### src/rtl/fx2_burst_reader.sv
`default_nettype none
// ============================================================================
// Module      : fx2_burst_reader
// Description : Reads exactly PKT_WORDS words per flagged packet from the rx
//               FIFO into a 2-entry skid and streams them on valid/ready.
// Revision    : 1.0 - initial release
// ============================================================================
module fx2_burst_reader #(
  parameter int PKT_WORDS = 256,
  parameter int CNT_W     = 9,
  parameter int TIMEOUT   = 4096
) (
  input  logic        clk,
  input  logic        reset,
  input  logic        enable,
  input  logic        packet_rdy,
  input  logic        fifo_empty,
  input  logic [15:0] fifo_dout,
  output logic        fifo_rd,
  output logic [15:0] out_data,
  output logic        out_valid,
  input  logic        out_ready,
  output logic        out_last,
  output logic        burst_active,
  output logic        pkt_done,
  output logic [15:0] pkt_count,
  output logic        underflow,
  output logic        aborted,
  input  logic        clear_status
);

  localparam int               c_stall_w    = $clog2(TIMEOUT + 1);
  localparam logic [CNT_W-1:0] c_pkt        = CNT_W'(PKT_WORDS);
  localparam logic [CNT_W-1:0] c_last       = CNT_W'(PKT_WORDS - 1);
  localparam logic [CNT_W-1:0] c_cnt_one    = CNT_W'(1);
  localparam logic [c_stall_w-1:0] c_to_m1  = c_stall_w'(TIMEOUT - 1);
  localparam logic [c_stall_w-1:0] c_st_one = c_stall_w'(1);

  typedef enum logic [1:0] {
    S_IDLE  = 2'd0,
    S_BURST = 2'd1,
    S_DRAIN = 2'd2,
    S_DONE  = 2'd3
  } state_t;

  state_t               state_q, state_d;
  logic [CNT_W-1:0]     issued_q, issued_d;
  logic [CNT_W-1:0]     sent_q, sent_d;
  logic [15:0]          skid_q [2];
  logic [15:0]          skid_d [2];
  logic                 head_q, head_d;
  logic [1:0]           occ_q, occ_d;
  logic                 inflight_q, inflight_d;
  logic [c_stall_w-1:0] stall_q, stall_d;
  logic                 pkt_done_q, pkt_done_d;
  logic [15:0]          pkt_count_q, pkt_count_d;
  logic                 underflow_q, underflow_d;
  logic                 aborted_q, aborted_d;

  logic w_active;
  logic w_valid;
  logic w_accept;
  logic w_stall;
  logic w_timeout;
  logic w_room;
  logic w_rd;
  logic w_push;
  logic w_tail;

  assign w_active  = (state_q == S_BURST) || (state_q == S_DRAIN);
  assign w_valid   = |occ_q;
  assign w_accept  = w_valid & out_ready;
  assign w_stall   = w_active & w_valid & ~out_ready;
  assign w_timeout = w_stall & (stall_q == c_to_m1);
  // A word leaving this cycle frees its slot, keeping 1 word/cycle throughput.
  assign w_room    = (({1'b0, occ_q} + {2'b00, inflight_q}) - {2'b00, w_accept}) < 3'd2;
  assign w_rd      = (state_q == S_BURST) & (issued_q != c_pkt) & w_room & ~w_timeout;
  assign w_push    = inflight_q & w_active;
  assign w_tail    = head_q ^ occ_q[0];

  always_comb begin
    state_d     = state_q;
    issued_d    = issued_q;
    sent_d      = sent_q;
    skid_d      = skid_q;
    head_d      = head_q;
    occ_d       = occ_q;
    inflight_d  = w_rd;
    stall_d     = stall_q;
    pkt_done_d  = 1'b0;
    pkt_count_d = pkt_count_q;
    underflow_d = underflow_q;
    aborted_d   = aborted_q;

    if (w_push) begin
      skid_d[w_tail] = fifo_dout;
    end
    if (w_accept) begin
      head_d = ~head_q;
      sent_d = sent_q + c_cnt_one;
    end
    occ_d = occ_q + {1'b0, w_push} - {1'b0, w_accept};
    if (w_rd) begin
      issued_d = issued_q + c_cnt_one;
    end

    if (!w_active || w_accept) begin
      stall_d = '0;
    end else if (w_stall) begin
      stall_d = stall_q + c_st_one;
    end

    if (w_rd && fifo_empty) begin
      underflow_d = 1'b1;
    end else if (clear_status) begin
      underflow_d = 1'b0;
    end
    if (w_timeout) begin
      aborted_d = 1'b1;
    end else if (clear_status) begin
      aborted_d = 1'b0;
    end

    case (state_q)
      S_IDLE: begin
        if (enable && packet_rdy) begin
          state_d  = S_BURST;
          issued_d = '0;
          sent_d   = '0;
        end
      end
      S_BURST: begin
        if (issued_d == c_pkt) begin
          state_d = S_DRAIN;
        end
      end
      S_DRAIN: begin
        if (w_accept && (sent_q == c_last)) begin
          state_d     = S_DONE;
          pkt_done_d  = 1'b1;
          pkt_count_d = pkt_count_q + 16'd1;
        end
      end
      S_DONE:  state_d = S_IDLE;
      default: state_d = S_IDLE;
    endcase

    // Abandon the burst: words still in the FIFO are left for the resync path.
    if (w_timeout) begin
      state_d    = S_IDLE;
      occ_d      = '0;
      head_d     = 1'b0;
      inflight_d = 1'b0;
    end
  end

  always_ff @(posedge clk or posedge reset) begin
    if (reset) begin
      state_q     <= S_IDLE;
      issued_q    <= '0;
      sent_q      <= '0;
      skid_q[0]   <= '0;
      skid_q[1]   <= '0;
      head_q      <= 1'b0;
      occ_q       <= '0;
      inflight_q  <= 1'b0;
      stall_q     <= '0;
      pkt_done_q  <= 1'b0;
      pkt_count_q <= '0;
      underflow_q <= 1'b0;
      aborted_q   <= 1'b0;
    end else begin
      state_q     <= state_d;
      issued_q    <= issued_d;
      sent_q      <= sent_d;
      skid_q      <= skid_d;
      head_q      <= head_d;
      occ_q       <= occ_d;
      inflight_q  <= inflight_d;
      stall_q     <= stall_d;
      pkt_done_q  <= pkt_done_d;
      pkt_count_q <= pkt_count_d;
      underflow_q <= underflow_d;
      aborted_q   <= aborted_d;
    end
  end

  assign fifo_rd      = w_rd;
  assign out_data     = skid_q[head_q];
  assign out_valid    = w_valid;
  assign out_last     = w_valid & (sent_q == c_last);
  assign burst_active = w_active;
  assign pkt_done     = pkt_done_q;
  assign pkt_count    = pkt_count_q;
  assign underflow    = underflow_q;
  assign aborted      = aborted_q;

endmodule
`default_nettype wire

### config.mk
export PLATFORM = sky130hd
export DESIGN_NAME = fx2_burst_reader
export DESIGN_NICKNAME = d
export VERILOG_FILES = /design/src/rtl/fx2_burst_reader.sv
export SDC_FILE = /design/constraint.sdc
export NUM_CORES = 1
export LEC_CHECK = 0
export CORE_MARGIN = 2
export CORE_UTILIZATION = 50
export DETAILED_ROUTE_END_ITERATION = 8
export DONT_BUFFER_PORTS = 1
export PLACE_DENSITY = 0.73
export SLEW_MARGIN = 20
export SYNTH_ARGS = -nofsm -noshare
export SYNTH_HDL_FRONTEND = slang
export SYNTH_SLANG_ARGS = --single-unit
### constraint.sdc
create_clock -name clk -period 5.02 [get_ports clk]
set_input_delay 0.753 -clock clk [delete_from_list [all_inputs] [get_ports clk]]
set_output_delay 0.753 -clock clk [all_outputs]
set_load 0.05 [all_outputs]
### After elaboration in Yosys (flattened, before gate mapping)

Index checks and enable logic that the tools add are counted.

* register bits after elaboration: 88
* latch bits: 0
* RAM bits: 0
* ROM bits: 0
* bits of input ports: 23
* output and inout bits: 39
* word-level logic and storage cells: 93
* memories: 0

* $add $sub $neg: 8
* multipliers: 0
* divide/modulo/power cells: 0
* order comparisons: 4
* equality and inequality tests: 10
* shift operators: 0
* muxes and demuxes: 28
* bitwise operators: 15
* reduce and logical (&&, ||, !) cells: 15

Operators with widths (count)
* $mux 16: 4
* $mux 9: 6
* $bwmux 32: 1
* $mux 13: 2
* $add 9x1->9 const B: 2
* $add 16x1->16 const B: 1
* $demux 16 s1: 1
* $add 13x1->13 const B: 1
* $eq 13x12->1 const B: 1
* $mux 2: 5
* $and 1x1->1: 9
* $eq 9x8->1 const B: 1
* $eq 9x9->1 const B: 1
* $ne 9x9->1 const B: 1
* $mux 1: 8
* $pmux 2 s4: 1
* $reduce_bool 2->1: 4
* $ne 3x2->1 const B: 2
* $eq 2x2->1 const B: 2
* $ge 2x2->1 const B: 2
* $logic_and 1x1->1: 4
* $not 1->2: 2
* $add 2x1->3: 1
* $lt 3x2->1 const B: 1
* 14 further kinds: 17

### Depth between registers and ports, before layout

Gate-level depths: netlist of run 1.

* depth in word-level cells: 12
* gate-level depth with buffers: 17
* depth with buffers taken out: 15

### Worst setup path before layout of run 1

OpenSTA, ideal clock, no wires.

* path type: reg2reg
* from: register occ_q[1]
* to: register state_q[0]
* setup time: 0.099 ns
* arrival: 4.036 ns
* slack: 0.885 ns
* cell stages (with the launch flop): 18
* path through: dfrtp_1 nor2_1 inv_1 nand2_1 inv_1 clkbuf_1 ha_1 nand2b_1 fa_1 nand2_1 a211o_1 a21oi_2 buf_6 nand2_1 and3_4 o41ai_4 a21oi_1 a311oi_1

* longest elaborated chain between the ends: 10
* elaborated cells between the ends (all ways): 19
* classes of those cells: add/sub (2); order compare (1); eq/ne (4); mux (2); bitwise (7); reduce/logical (3)

Ends and longest elaborated chain
* start, declared: RTL line 52 `logic [1:0] occ_q, occ_d;`
* start signal, assigned: RTL line 165 `occ_q <= '0;`
* start signal, assigned: RTL line 178 `occ_q <= occ_d;`
* $reduce_or 2->1 *: RTL line 71 `assign w_valid = |occ_q;`
* net out_valid: RTL line 21 `output logic out_valid,`
* $and 1x1->1, on equally long branches: RTL line 72, 73
* $sub 3x1->3 / $and 1x1->1 (equally long branches): RTL line 76, 73
* $lt 3x2->1 / $and 1x1->1 (equally long branches): RTL line 76, 74
* $and 1x1->1 / $not 1->1 (equally long branches): RTL line 77 `assign w_rd = (state_q == S_BURST) & (issued_q != c_pkt) & w_room & ~w_timeout;`
* $and 1x1->1 *: RTL line 77
* net fifo_rd: RTL line 19 `output logic fifo_rd,`
* $mux 9 *: RTL line 103 `if (w_rd) begin`
* $eq 9x9->1 *: RTL line 133 `if (issued_d == c_pkt) begin`
* $ne 3x2->1 (no line) *
* $reduce_and 3->1 (no line) *
* end signal, assigned: RTL line 173 `state_q <= state_d;`
* end, declared: RTL line 46 `state_t state_q, state_d;`

Mark *: on every way through the listed nets, which the timed path passes. The rest lies on a longest branch.
A chain may end at the register's enable or synchronous reset.

### Worst setup path after layout of run 1

* from: register occ_q[1]
* to: register state_q[0]

* longest elaborated chain between the ends: 10
* elaborated cells between the ends (all ways): 19
* classes of those cells: add/sub (2); order compare (1); eq/ne (4); mux (2); bitwise (7); reduce/logical (3)

Ends and longest elaborated chain
* branches (longest 10 deep; another with $add 2x1->3)

Several ways; the timed one is not identified.

==> impl_metrics.py, run 1 <==
metrics = {
    "synth": {
        "yosysSeqAreaShare_pct": 50.2,
        "synth_area_leaders": "dfrtp_1, mux2_2, xnor2_1",
        "syn-num-nets": 433,
        "synth_top_area_share_pct": 50.2,
        "yosys_most_used_dff": "dfrtp_1",
        "synth_edf_count": 0,
        "async_reset_ff_share_pct": 100,
        "synth_cells": 397,
        "yosysWarnings": 0,
        "ys_types": 51,
        "synth_area_mm2": 0.00439,
        "synth-seq-cells": 88,
        "yosys.area.top_type": "dfrtp_1",
        "post_synth.cell_area_avg_um2": 11.1,
    },
    "global_route": {
        "globalRouteMet2Util_pct": 29.4,
        "met1_usage_pct": 24.0,
        "grt_use_total_pct": 18.2,
        "grt_max_degree": 56,
        "grt_pass1_wl_mm": 14.2,
        "antenna_found_initial": 0,
        "grt_util_met3_pct": 4.82,
        "grt_pass1_vias": 2963,
        "overflow": 0,
        "grt-busiest-layer": "met2",
    },
    "clock_network": {
        "clock-sinks": 88,
        "cts_resized": 0,
        "insertion_delay_ns": 0.35,
        "tritoncts": "yes",
        "clockRootBuffer": "clkbuf_8",
        "clkTransAtPathRegs_ns": 0.09,
        "cts_max_level": 3,
        "cts_buffers": 9,
        "hold_buffers": 0,
        "clockBufferDepth": 2,
        "post_cts_buffers": 0,
    },
    "floorplan": {
        "core_mm2": 0.00864,
        "die_area_mm2": 0.00955,
        "core.rowCount": 34,
        "die_h_um": 97.7,
        "die_w_um": 97.7,
        "start_util_pct": 50.8,
        "ioPinCount": 62,
    },
    "finish": {
        "antenna_cells": 0,
        "final-seq-area_mm2": 0.00220,
        "layout-drive-gt1-share_pct": 21.3,
        "fin_area_mm2": 0.00470,
        "final_common_cell": "dfrtp_1",
        "multi_input_area_mm2": 0.00206,
        "finalNetCount": 435,
        "utilization_pct": 54.4,
        "filler_cell_count": 754,
        "final_cell_mix": "dfrtp_1, mux2_2, nor2_1",
        "area_growth_pct": 7.01,
    },
    "worst_setup_path": {
        "endpoint_kind": "flop",
        "crit_arrival_ns": 4.59,
        "cp_max_fo": 13,
        "critPathRequiredTime_ns": 5.28,
        "critPathKind": "flop to flop",
        "crit_path_start_kind": "flop",
    },
    "flow_run": {
        "max-cap-violations": 0,
    },
    "power_and_ir_drop": {
        "power_density_mw_per_mm2": 637,
        "pwr-share-clk_pct": 16.4,
        "vdd_drop_max_uv": 406,
        "p_comb_share_pct": 45.8,
        "p_int_w": 0.00167,
        "p_sw_w": 0.00132,
        "seqPwrFrac_pct": 37.8,
        "p_sw_share_pct": 44.2,
        "p_leak_nw": 2.09,
    },
    "detailed_routing": {
        "post_drt_via_cell_ratio": 5.58,
        "drc": 0,
        "drt-initial-drc-count": 95,
        "drt_wl_total_mm": 8.23,
        "vias": 2855,
        "antenna_left": 0,
        "wire_per_inst_um": 16.1,
        "drt-pass1-iter-count": 4,
    },
    "hold_path": {
        "hold_class": "primary input to async pin",
    },
    "sta": {
        "hold_viol": 0,
        "min_period_over_period_pct": 86.3,
        "setup_violations": 0,
        "tightestPinTransition_ns": 0.975,
        "period_minus_slack_ns": 4.33,
        "rsz0062_at_grt": "no",
        "finalSetupTns_ns": 0,
        "relSlewSlack_pct": 34.8,
        "slew_viol_final": 0,
        "clock_skew_ns": 0.0104,
        "max_freq_ghz": 0.231,
        "layout_setup_ws_ns": 0.686,
    },
    "placement": {
        "portBuffers": 0,
        "globalplace.congestion": 0.843,
        "post-place-ws_ns": 0.666,
        "placed_area_mm2": 0.00450,
        "place_hpwl_mm": 5.72,
    },
    "status": {
        "status": "finished, final reports clean",
    },
}
-- sequential cells by signal (all words and copies together), names as in the netlist --
name        flops
stall_q        13
aborted         1
occ_q           2
underflow       1
inflight_q      1
head_q          1
pkt_done        1
issued_q        9
state_q         2
skid_q         32
pkt_count      16
sent_q          9
-- power groups by stage --
stage | Sequential [W] | Clock, W | Combinational, W
2_1_floorplan | 0.00105 | 0 | 0.00128
3_3_place_gp | 0.00113 | 0 | 0.00134
3_5_place_dp | 0.00115 | 0 | 0.00138
4_1_cts | 0.00113 | 0.000505 | 0.00139
5_1_grt | 0.00117 | 0.000534 | 0.00149
6_report | 0.00113 | 0.000491 | 0.00137
-- layer usage --
| metal | routed length, um | vias to the layer above |
|---|---|---|
| met5 | 0 | - |
| met4 | 44 | 0 |
| met3 | 498 | 2 |
| met2 | 4020 | 61 |
| met1 | 3660 | 1419 |
| li1 | - | 1373 |
-- synth_stat cells (2+ instances only) --
cell / instances
o21ai_0: 8
buf_2: 3
o21a_1: 2
a211oi_1: 2
xnor2_1: 21
clkbuf_1: 8
inv_1: 16
mux2_2: 50
xor2_1: 18
a31oi_1: 2
nand2_1: 30
nor2b_1: 2
ha_1: 12
or2_2: 2
or3_1: 5
nand4_1: 13
mux2i_1: 2
nor2_1: 45
nand3_1: 12
nor3_1: 7
and3_1: 5
a21oi_1: 15
buf_1: 2
dfrtp_1: 88
-- worst max-delay path, stage by stage, from the launching register on --
cell	delay [ns]
dfrtp_1	0.44
nor2_1	0.06
buf_4	0.18
inv_1	0.06
buf_4	0.20
nand2_1	0.13
inv_1	0.29
ha_1	0.30
nand2b_1	0.16
fa_1	0.48
nand2_1	0.05
a211o_1	0.38
a21oi_2	0.13
buf_4	0.28
nand4_1	0.13
and3_4	0.21
o41ai_4	0.39
a21oi_1	0.12
a311oi_1	0.24
-- logic make-up after synthesis --
kind of cell / synth area share, %
DFF: 50.2
muxes: 13.3
and+or+nand+nor: 16.0
AOI/OAI and AO/OA: 5.98
adders and majority gates: 3.88
buffers and inverters: 2.94
xor gates and xnor gates: 7.78
-- per-stage QoR --
step                      total power (W)  hold WS, ns  cells
after floorplan                   0.00233        0.475    397
after global placement            0.00247        0.483    496
after detailed placement          0.00252        0.492    496
after CTS                         0.00302        0.322    512
after global routing              0.00319        0.357    512
final                             0.00299        0.318    512
-- final cells by class --
type,count,share of cell area (%)
sequential,88,46.9
multi-input combinational,278,43.8
tap,108,2.88
clock buffer,10,2.72
clock inverter,6,1.44
inverter,16,1.30
timing repair buffer,6,0.959
-- worst paths after layout --
check | from | end | slack (ns) | cells after the start
worst min-delay path | reset | skid_q[5] | 0.32 | 1
worst max register to register | occ_q[1] | state_q[0] | 0.69 | 18
worst max-delay path | occ_q[1] | state_q[0] | 0.69 | 18
max in group asynchronous | reset | issued_q[7] | 3.60 | 2
worst min register to register | skid_q[10] | skid_q[10] | 0.51 | 1
min in group clk | clear_status | underflow | 0.50 | 1
No activity file was read; power rests on OpenSTA's default activity.
==> run 2: changes to the inputs <==
--- a/config.mk
+++ b/config.mk
@@ -10,6 +10,7 @@
 export DETAILED_ROUTE_END_ITERATION = 8
 export DONT_BUFFER_PORTS = 1
 export PLACE_DENSITY = 0.73
+export SKIP_LAST_GASP = 1
 export SLEW_MARGIN = 20
 export SYNTH_ARGS = -nofsm -noshare
 export SYNTH_HDL_FRONTEND = slang
==> constraint.sdc (replaced) <==
create_clock -name clk -period 5.02 [get_ports clk]
set_input_delay 0.753 -clock clk [delete_from_list [all_inputs] [get_ports clk]]
set_output_delay 0.753 -clock clk [all_outputs]
set_load 0.1 [all_outputs]
==> run 2 against run 1 <==
Compared with the run above:
- global-route usage hardly changed
- wire length is 0.92% higher
- worst setup slack worse by 0.24 ns
- non-clock buffer count stayed put
- largest cell class unchanged
- sequential share of layout area is 0.19 points lower
- clock skew is 0.0029 ns higher
- final area is 0.40% higher
- final cell count stayed put
- register-to-register slack hardly changed
- utilization is 0.22 points higher
- via count is 0.32% higher
==> impl_metrics.py, run 2 (same netlist as run 1, synthesis figures left out) <==
metrics = {
    "status": {
        "status": "finished, final reports clean",
    },
    "clock_network": {
        "clkTransAtPathRegs_ns": 0.10,
        "hold_buffers": 0,
        "cts_max_level": 3,
        "cts_buffers": 9,
        "tritoncts": "yes",
        "insertion_delay_ns": 0.36,
        "clockBufferDepth": 2,
        "clockRootBuffer": "clkbuf_8",
        "clock-sinks": 88,
    },
    "sta": {
        "clock_skew_ns": 0.0133,
        "tightestPinTransition_ns": 1.09,
        "relSlewSlack_pct": 27.2,
        "rsz0062_at_grt": "no",
        "max_freq_ghz": 0.219,
        "finalSetupTns_ns": 0,
        "slew_viol_final": 0,
        "period_minus_slack_ns": 4.57,
        "min_period_over_period_pct": 91.0,
        "hold_viol": 0,
        "setup_violations": 0,
    },
    "worst_setup_path": {
        "crit_path_cell_trace": "nor2_2, inv_1, nand2_1, inv_1, ha_1, nand2b_1, fa_1, nand2_1, a211o_1, a21oi_4, buf_4",
        "crit_path_max_incr_delay_ns": 0.49,
        "slowest_stage": "nor2_2",
        "cp_top_family": "simple AND/OR/NAND/NOR gates",
        "endpoint_kind": "primary output",
        "critPathKind": "flop to primary output",
        "crit_path_start_kind": "flop",
        "path_buf_inv": 3,
        "critPathRequiredTime_ns": 4.27,
        "crit_arrival_ns": 3.82,
        "cp_max_fo": 13,
    },
    "finish": {
        "max_flop_register": "skid_q",
        "filler_cell_count": 756,
        "layout-drive-gt1-share_pct": 22.0,
        "multi_input_area_mm2": 0.00207,
        "final_cell_mix": "dfrtp_1, mux2_2, nor2_1",
        "final_common_cell": "dfrtp_1",
        "largest_register_ffs": 32,
        "final-seq-area_mm2": 0.00220,
        "antenna_cells": 0,
        "finalNetCount": 435,
        "area_growth_pct": 7.44,
    },
    "global_route": {
        "grt_use_total_pct": 18.2,
        "met1_usage_pct": 24.1,
        "overflow": 0,
        "grt_pass1_vias": 2964,
        "antenna_found_initial": 0,
        "grt_max_degree": 55,
        "grt-busiest-layer": "met2",
        "grt_pass1_wl_mm": 14.1,
        "globalRouteMet2Util_pct": 28.6,
        "grt_util_met3_pct": 4.96,
    },
    "detailed_routing": {
        "vias": 2864,
        "drt_wl_total_mm": 8.31,
        "post_drt_via_cell_ratio": 5.59,
        "drt-initial-drc-count": 90,
        "drc": 0,
        "wire_per_inst_um": 16.2,
        "antenna_left": 0,
        "drt-pass1-iter-count": 4,
    },
    "placement": {
        "globalplace.congestion": 0.873,
        "portBuffers": 0,
        "place_hpwl_mm": 5.74,
    },
    "flow_run": {
        "max-cap-violations": 0,
    },
    "floorplan": {
        "die_area_mm2": 0.00955,
        "core.rowCount": 34,
        "ioPinCount": 62,
        "start_util_pct": 50.8,
        "die_w_um": 97.7,
        "die_h_um": 97.7,
        "core_mm2": 0.00864,
    },
    "hold_path": {
        "hold_class": "primary input to async pin",
    },
}
-- run 2: cell types whose count changed in the layout (fill, tap and decap cells not counted), sizes merged --
cell / previous run / this run
clkbuf: 10 / 9
clkinv: 2 / 4
clkinvlp: 2 / 1
-- run 2: path summary, 6_finish.rpt --
kind	startpoint	end	slack [ns]	depth (start not counted)
worst min register to register	skid_q[8]	skid_q[8]	0.51	1
worst max register to register	occ_q[1]	state_q[0]	0.70	15
max in group asynchronous	reset	state_q[0]	3.59	2
worst max-delay path	occ_q[1]	fifo_rd	0.45	11
worst min-delay path	reset	skid_q[16]	0.32	1
min in group clk	clear_status	underflow	0.49	1
-- run 2: what timing repair did --
action                     4_1_cts  5_1_grt
setup buffers                    0        0
resized for setup                0        1
setup endpoints to repair        0        1
-- run 2: metrics by stage --
step | util (%) | area (um2) | std cells | setup slack [ns] | hold slack [ns]
4_1_cts | 54.6 | 4710 | 512 | 0.178 | 0.317
3_5_place_dp | 52.3 | 4510 | 496 | 0.478 | 0.490
3_3_place_gp | 52.3 | 4510 | 496 | 0.624 | 0.483
2_1_floorplan | - | 4390 | 397 | 0.486 | 0.475
6_report | 54.6 | 4720 | 512 | 0.450 | 0.316
5_1_grt | 54.6 | 4720 | 512 | 0.176 | 0.351
-- run 2: worst reg2reg max path, cell delays in order, from the launching register on --
cell and delay, ns:
dfrtp_1 0.46, nor2_2 0.49, inv_1 0.13, nand2_1 0.13
inv_1 0.19, ha_1 0.33, nand2b_1 0.16, fa_1 0.50
nand2_1 0.05, a211o_1 0.38, a2111oi_0 0.40, o21a_1 0.19
nor2_1 0.07, o41ai_4 0.40, a21oi_1 0.11, a311oi_1 0.24
-- run 2: layout make-up --
| cell class | instances | area share (%) |
|---|---|---|
| Clock buffer | 9 | 2.63 |
| Clock inverter | 7 | 1.64 |
| Sequential cell | 88 | 46.7 |
| Inverter | 16 | 1.30 |
| Timing Repair Buffer | 6 | 0.955 |
| Multi-Input combinational cell | 278 | 43.9 |
| Tap cell | 108 | 2.86 |
-- run 2: layer usage --
metal / up-vias / part of all wire (%) / wire length [um]
li1: 1376 / - / -
met1: 1419 / 46 / 3780
met2: 55 / 47 / 3920
met3: 14 / 5.5 / 453
met4: 0 / 1.8 / 153
met5: - / 0 / 0
Power of run 2 is left out: the tool's default activity adds up to more than one toggle a clock period on the data nets, which glitch-free logic cannot reach.
==> run 3: changes to the inputs <==
--- a/config.mk
+++ b/config.mk
@@ -5,13 +5,14 @@
 export SDC_FILE = /design/constraint.sdc
 export NUM_CORES = 1
 export LEC_CHECK = 0
-export CORE_MARGIN = 2
+export CORE_MARGIN = 5
 export CORE_UTILIZATION = 50
+export CTS_CLUSTER_DIAMETER = 120
 export DETAILED_ROUTE_END_ITERATION = 8
 export DONT_BUFFER_PORTS = 1
 export PLACE_DENSITY = 0.73
 export SKIP_LAST_GASP = 1
-export SLEW_MARGIN = 20
+export SLEW_MARGIN = 0
 export SYNTH_ARGS = -nofsm -noshare
 export SYNTH_HDL_FRONTEND = slang
 export SYNTH_SLANG_ARGS = --single-unit
==> run 3 against run 2 <==
Compared with the run above:
- fmax increased by 2.7%
- first-iteration DRC count increased by 63%
- worst hold slack improved by 0.011 ns
- wire length increased by 1.3%
- final area decreased by 0.64%
- utilization decreased by 0.35 points
- critical path depth unchanged
- critical path type unchanged
- non-clock buffer count unchanged
- final cell count unchanged
==> impl_metrics.py, run 3 (same netlist as run 1, synthesis figures left out) <==
metrics = {
    "status": {
        "status": "finished, final reports clean",
    },
    "sta": {
        "rsz0062_at_grt": "no",
        "period_minus_slack_ns": 4.45,
        "slew_viol_final": 0,
        "min_period_over_period_pct": 88.7,
        "setup_violations": 0,
        "tightestPinTransition_ns": 1.09,
        "hold_viol": 0,
        "finalSetupTns_ns": 0,
        "worst_hold_slack_ns": 0.328,
        "relSlewSlack_pct": 27.3,
        "max_freq_ghz": 0.225,
        "clock_skew_ns": 0.0120,
    },
    "hold_path": {
        "hold_class": "primary input to async pin",
    },
    "worst_setup_path": {
        "reg2reg_slack_ns": 0.69,
        "cp_max_fo": 13,
        "crit_arrival_ns": 3.70,
        "crit_path_start_kind": "flop",
        "startpoint": "occ_q[1]",
        "endpoint_kind": "primary output",
        "rr_startpoint": "occ_q[1]",
        "critPathRequiredTime_ns": 4.27,
        "critPathKind": "flop to primary output",
    },
    "clock_network": {
        "cts_resized": 0,
        "insertion_delay_ns": 0.35,
        "clkTransAtPathRegs_ns": 0.10,
        "clock-sinks": 88,
        "clockBufferDepth": 2,
        "tritoncts": "yes",
        "post_cts_buffers": 0,
        "cts_buffers": 9,
        "cts_max_level": 3,
        "hold_buffers": 0,
        "clockRootBuffer": "clkbuf_8",
    },
    "finish": {
        "layout-drive-gt1-share_pct": 21.8,
        "multi_input_area_mm2": 0.00207,
        "final_common_cell": "dfrtp_1",
        "area_growth_pct": 6.75,
        "final-seq-area_mm2": 0.00220,
        "filler_cell_count": 760,
        "largest_register_ffs": 32,
        "max_flop_register": "skid_q",
        "final_cell_mix": "dfrtp_1, mux2_2, nor2_1",
        "antenna_cells": 0,
        "finalNetCount": 435,
    },
    "placement": {
        "place_hpwl_mm": 6.03,
        "portBuffers": 0,
        "globalplace.congestion": 0.775,
    },
    "global_route": {
        "grt_use_total_pct": 16.5,
        "overflow": 0,
        "grt_pass1_wl_mm": 14.7,
        "grt-busiest-layer": "met2",
        "met1_usage_pct": 20.5,
        "antenna_found_initial": 0,
        "grt_max_degree": 54,
        "grt_pass1_vias": 2871,
        "grt_util_met3_pct": 6.78,
        "globalRouteMet2Util_pct": 26.3,
    },
    "detailed_routing": {
        "post_drt_via_cell_ratio": 5.50,
        "drt-pass1-iter-count": 4,
        "antenna_left": 0,
        "wire_per_inst_um": 16.4,
        "vias": 2816,
        "drt-initial-drc-count": 147,
        "drt_wl_total_mm": 8.42,
        "drc": 0,
    },
    "floorplan": {
        "ioPinCount": 62,
        "die_area_mm2": 0.0108,
        "start_util_pct": 50.8,
        "die_h_um": 104,
        "die_w_um": 104,
        "core_mm2": 0.00864,
        "core.rowCount": 34,
    },
    "flow_run": {
        "max-cap-violations": 0,
    },
}
## run 3: changes by cell type in the layout (fill, tap and decap cells not counted)
cell       before  now
clkinv_2        2    3
bufinv_16       1    0
clkbuf_1        0    1
inv_6           2    1
## run 3: metal layers
layer,wire (um),vias to the layer above
met5,0,-
met4,83,0
met3,579,9
met2,4120,52
met1,3640,1392
li1,-,1363
## run 3: final timing paths
| kind | endpoint | cells past startpoint |
|---|---|---|
| hold reg to reg | skid_q[10] | 1 |
| max in group asynchronous | skid_q[10] | 2 |
| hold / removal | skid_q[18] | 1 |
| setup reg to reg | state_q[0] | 15 |
| setup / recovery | fifo_rd | 11 |
| min in group clk | aborted | 1 |
## run 3: worst max-delay path, cell delays in order (launching register included)
cell,delay [ns]
dfrtp_1,0.46
nor2_2,0.49
inv_1,0.12
nand2_1,0.13
inv_1,0.18
ha_1,0.32
nand2b_1,0.15
fa_1,0.48
nand2_1,0.05
a211o_1,0.38
a21oi_4,0.21
buf_4,0.37
## run 3: layout make-up
type	instances	share of cell area [%]
Inverter	16	1.31
Multi-Input combinational cell	278	44.2
Clock inverter	6	0.934
Tap cell	108	2.88
Clock buffer	10	2.72
Sequential cell	88	47.0
Timing Repair Buffer	6	0.961
## run 3: through the flow
step / utilization (%) / setup slack [ns] / instances / instance area, um2
after detailed placement: 52.3 / 0.438 / 496 / 4510
after global routing: 54.3 / 0.266 / 512 / 4690
after floorplan: - / 0.486 / 397 / 4390
final: 54.3 / 0.569 / 512 / 4690
after global placement: 52.3 / 0.656 / 496 / 4510
after CTS: 54.2 / 0.285 / 512 / 4680
Power of run 3 is left out for the same reason.
